$ cat src/rtl/mult_arbiter_if.sv
// Bundle between the requesters, the shared multiplier and the arbiter.
// A request is consumed in a cycle where req_valid[i] && req_ready[i]; responses have no backpressure.
interface mult_arbiter_if #(
  parameter int D_W   = 8,
  parameter int N_REQ = 2
);
  logic                   hold;
  logic [N_REQ-1:0]       req_valid;
  logic [N_REQ*D_W-1:0]   req_a;
  logic [N_REQ*D_W-1:0]   req_b;
  logic [N_REQ-1:0]       req_ready;
  logic [D_W-1:0]         mul_a;
  logic [D_W-1:0]         mul_b;
  logic [2*D_W-1:0]       mul_out;
  logic [N_REQ-1:0]       rsp_valid;
  logic [2*D_W-1:0]       rsp_data;
  logic                   busy;
  logic [15:0]            issue_cnt;

  modport slave (
    input  hold, req_valid, req_a, req_b, mul_out,
    output req_ready, mul_a, mul_b, rsp_valid, rsp_data, busy, issue_cnt
  );

  modport master (
    output hold, req_valid, req_a, req_b, mul_out,
    input  req_ready, mul_a, mul_b, rsp_valid, rsp_data, busy, issue_cnt
  );
endinterface

$ cat src/rtl/mult_arbiter.sv
// Round-robin arbiter sharing one fixed-latency multiplier between N_REQ requesters.
// A tag pipeline of depth LAT routes each product back to the requester that issued it.
module mult_arbiter #(
  parameter int D_W   = 8,
  parameter int N_REQ = 2,
  parameter int LAT   = 3
) (
  input  logic                       clk,
  input  logic                       rst_n,
  mult_arbiter_if.slave              bus,
  output logic [$clog2(N_REQ)-1:0]   dbg_ptr
);
  localparam int IDX_W = $clog2(N_REQ);
  localparam logic [IDX_W:0] N_LAST = (IDX_W+1)'(N_REQ - 1);
  localparam logic [IDX_W:0] N_FULL = (IDX_W+1)'(N_REQ);

  logic [IDX_W-1:0] r_ptr;
  logic [LAT-1:0]   r_tag_vld;
  logic [IDX_W-1:0] r_tag_idx [LAT];
  logic [15:0]      r_issue_cnt;

  logic             w_gnt_vld;
  logic [IDX_W-1:0] w_gnt_idx;
  logic [IDX_W:0]   w_cand;

  // Search upward from r_ptr with wrap; the extra bit in w_cand absorbs the overflow.
  always_comb begin
    w_gnt_vld = 1'b0;
    w_gnt_idx = r_ptr;
    w_cand    = '0;
    for (int k = 0; k < N_REQ; k++) begin
      w_cand = {1'b0, r_ptr} + (IDX_W+1)'(k);
      if (w_cand > N_LAST) w_cand = w_cand - N_FULL;
      if (!w_gnt_vld && bus.req_valid[w_cand[IDX_W-1:0]]) begin
        w_gnt_vld = 1'b1;
        w_gnt_idx = w_cand[IDX_W-1:0];
      end
    end
    if (!rst_n || bus.hold) w_gnt_vld = 1'b0;
  end

  always_comb begin
    bus.req_ready = '0;
    bus.mul_a     = '0;
    bus.mul_b     = '0;
    if (w_gnt_vld) begin
      bus.req_ready[w_gnt_idx] = 1'b1;
      bus.mul_a = bus.req_a[int'(w_gnt_idx)*D_W +: D_W];
      bus.mul_b = bus.req_b[int'(w_gnt_idx)*D_W +: D_W];
    end
  end

  always_comb begin
    bus.rsp_valid = '0;
    bus.rsp_data  = '0;
    if (r_tag_vld[LAT-1]) begin
      bus.rsp_valid[r_tag_idx[LAT-1]] = 1'b1;
      bus.rsp_data = bus.mul_out;
    end
  end

  assign bus.busy      = |r_tag_vld;
  assign bus.issue_cnt = r_issue_cnt;
  assign dbg_ptr       = r_ptr;

  always_ff @(posedge clk or negedge rst_n) begin
    if (!rst_n) begin
      r_ptr       <= '0;
      r_tag_vld   <= '0;
      r_issue_cnt <= '0;
      for (int k = 0; k < LAT; k++) r_tag_idx[k] <= '0;
    end else begin
      r_tag_vld[0] <= w_gnt_vld;
      r_tag_idx[0] <= w_gnt_idx;
      for (int k = 1; k < LAT; k++) begin
        r_tag_vld[k] <= r_tag_vld[k-1];
        r_tag_idx[k] <= r_tag_idx[k-1];
      end
      if (w_gnt_vld) begin
        r_issue_cnt <= r_issue_cnt + 16'd1;
        r_ptr       <= ({1'b0, w_gnt_idx} == N_LAST) ? '0 : w_gnt_idx + 1'b1;
      end
    end
  end
endmodule

$ cat src/flat_wrapper.sv
// flat-port wrapper written by rule: the top's interface ports become plain ports
module mult_arbiter_flat 
#(
  parameter int D_W   = 8,
  parameter int N_REQ = 2,
  parameter int LAT   = 3
)
  (clk, rst_n, dbg_ptr, bus_hold, bus_req_valid, bus_req_a, bus_req_b, bus_mul_out, bus_req_ready, bus_mul_a, bus_mul_b, bus_rsp_valid, bus_rsp_data, bus_busy, bus_issue_cnt);
  mult_arbiter_if #(.D_W(D_W), .N_REQ(N_REQ)) bus_i ();
  input  logic clk;
  input  logic rst_n;
  output logic [$clog2(N_REQ)-1:0] dbg_ptr;
  input wire logic [$bits(bus_i.hold)-1:0] bus_hold;
  input wire logic [$bits(bus_i.req_valid)-1:0] bus_req_valid;
  input wire logic [$bits(bus_i.req_a)-1:0] bus_req_a;
  input wire logic [$bits(bus_i.req_b)-1:0] bus_req_b;
  input wire logic [$bits(bus_i.mul_out)-1:0] bus_mul_out;
  output wire logic [$bits(bus_i.req_ready)-1:0] bus_req_ready;
  output wire logic [$bits(bus_i.mul_a)-1:0] bus_mul_a;
  output wire logic [$bits(bus_i.mul_b)-1:0] bus_mul_b;
  output wire logic [$bits(bus_i.rsp_valid)-1:0] bus_rsp_valid;
  output wire logic [$bits(bus_i.rsp_data)-1:0] bus_rsp_data;
  output wire logic [$bits(bus_i.busy)-1:0] bus_busy;
  output wire logic [$bits(bus_i.issue_cnt)-1:0] bus_issue_cnt;
  assign bus_i.hold = bus_hold;
  assign bus_i.req_valid = bus_req_valid;
  assign bus_i.req_a = bus_req_a;
  assign bus_i.req_b = bus_req_b;
  assign bus_i.mul_out = bus_mul_out;
  assign bus_req_ready = bus_i.req_ready;
  assign bus_mul_a = bus_i.mul_a;
  assign bus_mul_b = bus_i.mul_b;
  assign bus_rsp_valid = bus_i.rsp_valid;
  assign bus_rsp_data = bus_i.rsp_data;
  assign bus_busy = bus_i.busy;
  assign bus_issue_cnt = bus_i.issue_cnt;
  mult_arbiter #(.D_W(D_W), .N_REQ(N_REQ), .LAT(LAT)) u_core (.clk(clk), .rst_n(rst_n), .bus(bus_i), .dbg_ptr(dbg_ptr));
endmodule
$ cat config.mk
export PLATFORM = sky130hd
export DESIGN_NAME = mult_arbiter_flat
export DESIGN_NICKNAME = d
export VERILOG_FILES = /design/src/rtl/mult_arbiter_if.sv /design/src/rtl/mult_arbiter.sv /design/src/flat_wrapper.sv
export SDC_FILE = /design/constraint.sdc
export NUM_CORES = 1
export LEC_CHECK = 0
export CAP_MARGIN = 20
export CORE_MARGIN = 2
export CORE_UTILIZATION = 28
export CTS_CLUSTER_SIZE = 20
export DETAILED_ROUTE_END_ITERATION = 10
export PLACE_DENSITY_LB_ADDON = 0.08
export SETUP_SLACK_MARGIN = 0.3
export SLEW_MARGIN = 25
export SYNTH_ARGS = -nofsm -noshare
export SYNTH_HDL_FRONTEND = slang
export SYNTH_SLANG_ARGS = --single-unit
$ cat constraint.sdc
create_clock -name clk -period 1.54 [get_ports clk]
set_input_delay 0.308 -clock clk [delete_from_list [all_inputs] [get_ports clk]]
set_output_delay 0.308 -clock clk [all_outputs]
set_load 0.01 [all_outputs]
# --- Yosys cells after proc, flatten, opt, wreduce, memory -nomap -nowiden ---
# Cells that the tools add are included.
op_classes:
  addsub: 5
  n_lt_le_gt_ge: 8
  n_mux: 21
  reduce_logical: 7
  shifts: 2
op_table:
  columns: ["operator", "count"]
  rows:
  - ["$shiftx A16 B5 Y8", 2]
  - ["$add A16 B1 Y16 const B", 1]
  - ["$mux W16", 1]
  - ["$mux W8", 2]
  - ["$mux W1", 14]
  - ["$lt A1 B2 Y1 const B", 4]
  - ["$mux W2", 2]
  - ["$logic_and A1 B1 Y1", 3]
  - ["$reduce_or A3 Y1", 1]
  - ["$add A1 B1 Y2 const B", 1]
  - ["$demux W1 S1", 2]
  - ["$ge A1 B1 Y1 const B", 2]
  - ["$gt A2 B1 Y1 const B", 1]
  - ["$logic_not A1 Y1", 2]
  - ["$sub A1 B1 Y1 const B", 2]
  - ["$add A1 B1 Y1 const B", 1]
  - ["$gt A1 B1 Y1 const B", 1]
  - ["$logic_or A1 B1 Y1", 1]
totals:
  out_inout_bits: 54
  regBits: 23

# --- Logic depth before layout (Yosys ltp) ---
logic_depth:
  word_depth: 13
  depth_mapped: 5
  ltp_nobuf: 5

# --- Least setup slack after synthesis ---
# No wires, ideal clock.
synth_path:
  path_type: "input to output"
  start: "in bus_hold"
  end: "out bus_mul_a[6]"
  n_path_buf: 2
  t_arrival_ps: 1284
  slack_ps: -52
  required_time_ps: 1232
  cell_stages: 5
  cell_sequence: "nand2b_1 > buf_6 > a211oi_4 > buf_4 > a22o_1"
synth_between:
  elab_chain_cells: 3
synth_lines:
  columns: ["item", "line_no", "source"]
  rows:
  - ["start: declaration", "flat_wrapper.sv:13", "input wire logic [$bits(bus_i.hold)-1:0] bus_hold;"]
  - ["$logic_or A1 B1 Y1", "mult_arbiter.sv:39", "if (!rst_n || bus.hold) w_gnt_vld = 1'b0;"]
  - ["$mux W1", "mult_arbiter.sv:39", null]
  - ["$mux W8", "mult_arbiter.sv:46", "if (w_gnt_vld) begin"]
  - ["end: declaration", "flat_wrapper.sv:19", "output wire logic [$bits(bus_i.mul_a)-1:0] bus_mul_a;"]
# Every way passes these cells.

# --- Worst setup path after layout ---
layout_path:
  start: "reg u_core.r_ptr, in the netlist u_core.dbg_ptr"
  end: "out bus_mul_b[2]"
layout_between:
  elab_chain_cells: 10
  elab_cells_between_ends: 20
  cone_classes: "3 x add/sub; 2 x order compare; 1 x shift; 12 x mux; 2 x reduce/logical"
layout_lines:
  columns: ["item", "line_no", "source"]
  rows:
  - ["start: declaration", "mult_arbiter.sv:17", "logic [IDX_W-1:0] r_ptr;"]
  - ["start signal: assignment", "mult_arbiter.sv:81", "r_ptr <= ({1'b0, w_gnt_idx} == N_LAST) ? '0 : w_gnt_idx + 1'b1;"]
  - ["branches (longest 9 deep; another with $add A1 B1 Y2)", null, null]
  - ["$mux W8 (*)", "mult_arbiter.sv:46", null]
  - ["end: declaration", "flat_wrapper.sv:20", "output wire logic [$bits(bus_i.mul_b)-1:0] bus_mul_b;"]
# Every way passes the cells marked *. The select of a mux whose other input is x is not followed.

==> results by group <==
Routing
  • DR WL met2: 2500 um
  • Vias: 1482
  • Drc violations: 0
  • 1st-iter DRT viols: 15
  • Met3 wire len: 415 um
  • Uppermost layer routed: met4
  • Routed Antenna Nets: 0
  • DRT Pass-1 Iters: 4
  • WL final: 4480 um
  • WL/cell: 14.3 um
  • WL met1: 1510 um
  • Vias per cell: 4.73

GRT
  • Largest net degree at the start of global routing: 24
  • Vias in the first global route: 1564
  • Initial antenna violation count: 0
  • First-pass GRT wire length: 6710 um
  • Tot GR Track Use: 16.8%
  • Overflow after GRT: 0

Final layout
  • Antenna cells: 0
  • Layout cells sized above 1: 51.0%
  • Commonest non-fill, non-tap cell in the layout: clkdlybuf4s50_1
  • Nets: 316
  • Post-Layout Inst Area: 0.00291 mm^2
  • Util after Layout: 67.8%
  • Most frequent cells in the layout: clkdlybuf4s50_1 (48), buf_6 (38), buf_4 (23), buf_2 (20), dfrtp_1 (19)
  • Area delta synth->final: 135%

Worst setup path
  • Worst-case reg-to-reg path depth: 5
  • Setup crit start: u_core.dbg_ptr
  • Crit path kind: reg -> out
  • Reg2Reg Setup Slack: 0.03 ns
  • CP arrival: 1.49 ns
  • Worst R2R Start: u_core.bus.issue_cnt[1]
  • Setup crit end: bus_mul_b[2]
  • CP Launch Type: register
  • Setup crit end kind: output port
  • Critical Path RT: 1.23 ns
  • R2R Path End: u_core.bus.issue_cnt[14]
  • Critical-path maximum fanout: 5

Synth
  • Top cell type's share of synthesized area: 46.5%
  • Warnings from Yosys: 0
  • Synth area leaders: dfrtp_1 (46%), a22o_1 (11%), and2_1 (8.6%), xnor2_1 (8.5%), nor4_4 (3.4%)
  • Post-Synth Adder-Cell Area: 1.82%
  • Mean area per synthesized cell: 11.3 um^2
  • Synth Cell Area: 0.00124 mm^2
  • Complex-gate fraction of the synthesized area: 13.7%
  • Largest family of logic cells by synthesized area: simple AND/OR/NAND/NOR gates
  • Synth Area in Simple Gates: 23.7%
  • Syn nets: 164
  • Post-synthesis mux area share: 0.909%
  • Library cells used by synthesis: 27
  • Post-Synth XOR/XNOR Area: 10.6%
  • Post-Synthesis Cells: 110
  • Seq/Total Area, Yosys: 46.5%
  • Yosys top cell by area: dfrtp_1
  • Synth Register Bits: 23

Die
  • Die Y: 70.5 um
  • I/O Pins: 107
  • Initial Utilization: 28.8%
  • Die Footprint: 0.00497 mm^2
  • Number of core rows: 24
  • Core ar.: 0.00429 mm^2
  • Die Width: 70.5 um

Timing
  • Worst Max-Slew Pin Slew: 0.375 ns
  • Clock Skew: 0.00269 ns
  • RSZ-0062 raised after global routing: true
  • Sum of negative setup slack: -4.25 ns
  • Slew headroom: 74.8%
  • Final hold viol count: 0
  • Max Transition Viols Final: 0
  • Final setup fails: 18
  • Fin crit share: 117%
  • Worst hold slack: 0.0655 ns
  • Max Fclk: 555 MHz
  • Tmin final: 1.80 ns
  • Worst setup margin: -0.263 ns

Power and ir drop
  • Sw Pwr: 0.000697 W
  • Clk pwr share: 17.2%
  • Worst VDD drop: 0.000506 V
  • Switch share: 31.5%
  • Comb pwr share: 47.5%
  • Power per cell area: 761 mW/mm^2
  • Int Power: 0.00152 W
  • Leak Pwr: 1.35 nW
  • Flop pwr share: 35.3%

Clock tree
  • Inserted Clock Buffers: 3
  • Deepest clock path buffer count: 2
  • H-tree depth: 1
  • Root buffer cell: clkbuf_8
  • CTS Hold Bufs: 0
  • Clk Latency, worst-skew pair: 0.27 ns
  • Clock Pin Slew Worst Setup and Hold Paths: 0.08 ns
  • TritonCTS clock tree: built
  • CTS sink cnt: 23

Placement
  • Post-DP Area: 0.00250 mm^2
  • Routability cong.: 0.761
  • DP Worst Slack: -0.825 ns
  • PortBufs: 106
  • Final HPWL DP: 3040 um

Outcome
  • Violated checks: negative setup slack
  • Outcome: complete, but fails checks

Run
  • Max cap viols: 0

Hold path
  • Hold Crit Class: in -> async
[final cells by class]
type	count	area [um^2]
clock buffer	4	45.0
fill	297	1380
inverter	1	3.75
multi-input combinational	82	769
sequential	23	581
tap	52	65.1
timing repair buffer	151	1450
[logic make-up (layout without fill, tap and decap cells)]
kind of cell | after synthesis | after routing
flip-flops | 23 | 23
AND/OR/NAND/NOR | 45 | 45
XOR/XNOR | 15 | 15
adder cells (fa/ha/maj) | 2 | 2
buffers and inverters | 5 | 156
multiplexers | 1 | 1
AO/OA/AOI/OAI | 19 | 19
[critical path: stages (launching register included)]
cell      delay, ns
dfrtp_2        0.44
a211oi_4       0.26
buf_6          0.16
buf_12         0.11
a22o_1         0.13
buf_2          0.13
[power groups by stage]
stage,clock [W],sequential [W],combinational [W]
floorplan,0,0.000853,0.000202
CTS,0.000382,0.000768,0.000921
global route,0.000409,0.000790,0.00111
detailed placement,0,0.000811,0.000760
finish,0.000382,0.000782,0.00105
global placement,0,0.000804,0.000741
[how the worst min path moves through the flow]
stage | end | startpoint | depth (start not counted) | slack [ns]
floorplan | u_core.bus.issue_cnt[0] | rst_n | 0 | 0.01
global placement | u_core.r_tag_idx[1] | u_core.r_tag_idx[2] | 0 | 0.33
detailed placement | u_core.r_tag_idx[0] | u_core.r_tag_idx[1] | 0 | 0.34
CTS | u_core.bus.issue_cnt[6] | rst_n | 2 | 0.08
global route | u_core.bus.issue_cnt[6] | rst_n | 2 | 0.09
finish | u_core.bus.issue_cnt[6] | rst_n | 2 | 0.07
[repair_timing]
action,in CTS,in global routing
pin swaps,27,15
endpoints found under the setup margin,72,61
gates cloned,4,1
resized for setup,241,35
setup buffers,20,4
[synthesized netlist by cell type, drive strengths merged]
| cell | count |
|---|---|
| a211oi | 1 |
| a22o | 16 |
| and2 | 17 |
| and3 | 1 |
| and4 | 1 |
| buf | 3 |
| clkbuf | 1 |
| dfrtp | 23 |
| ha | 1 |
| inv | 1 |
| maj3 | 1 |
| mux2 | 1 |
| nand2 | 5 |
| nand2b | 2 |
| nand3 | 6 |
| nand4 | 4 |
| nor2 | 3 |
| nor2b | 1 |
| nor3 | 2 |
| nor4 | 2 |
| o21ai | 2 |
| or3 | 1 |
| xnor2 | 12 |
| xor2 | 3 |
[sequential cells by signal (all words and copies together), names as in the netlist]
signal and cells:
u_core.r_tag_vld 3, u_core.r_tag_idx 3, u_core.bus.issue_cnt 16, u_core.dbg_ptr 1
[metal layers]
layer	up-vias	GRT usage, %
li1	690	-
met1	691	16.2
met2	96	34.2
met3	5	3.75
met4	0	5.77
met5	-	0
[metrics by stage]
step / instances / total power (W)
after global placement: 280 / 0.00155
after global routing: 313 / 0.00231
after CTS: 308 / 0.00207
after detailed placement: 280 / 0.00157
final: 313 / 0.00222
after floorplan: 110 / 0.00105
(Power assumes the default switching activity.)
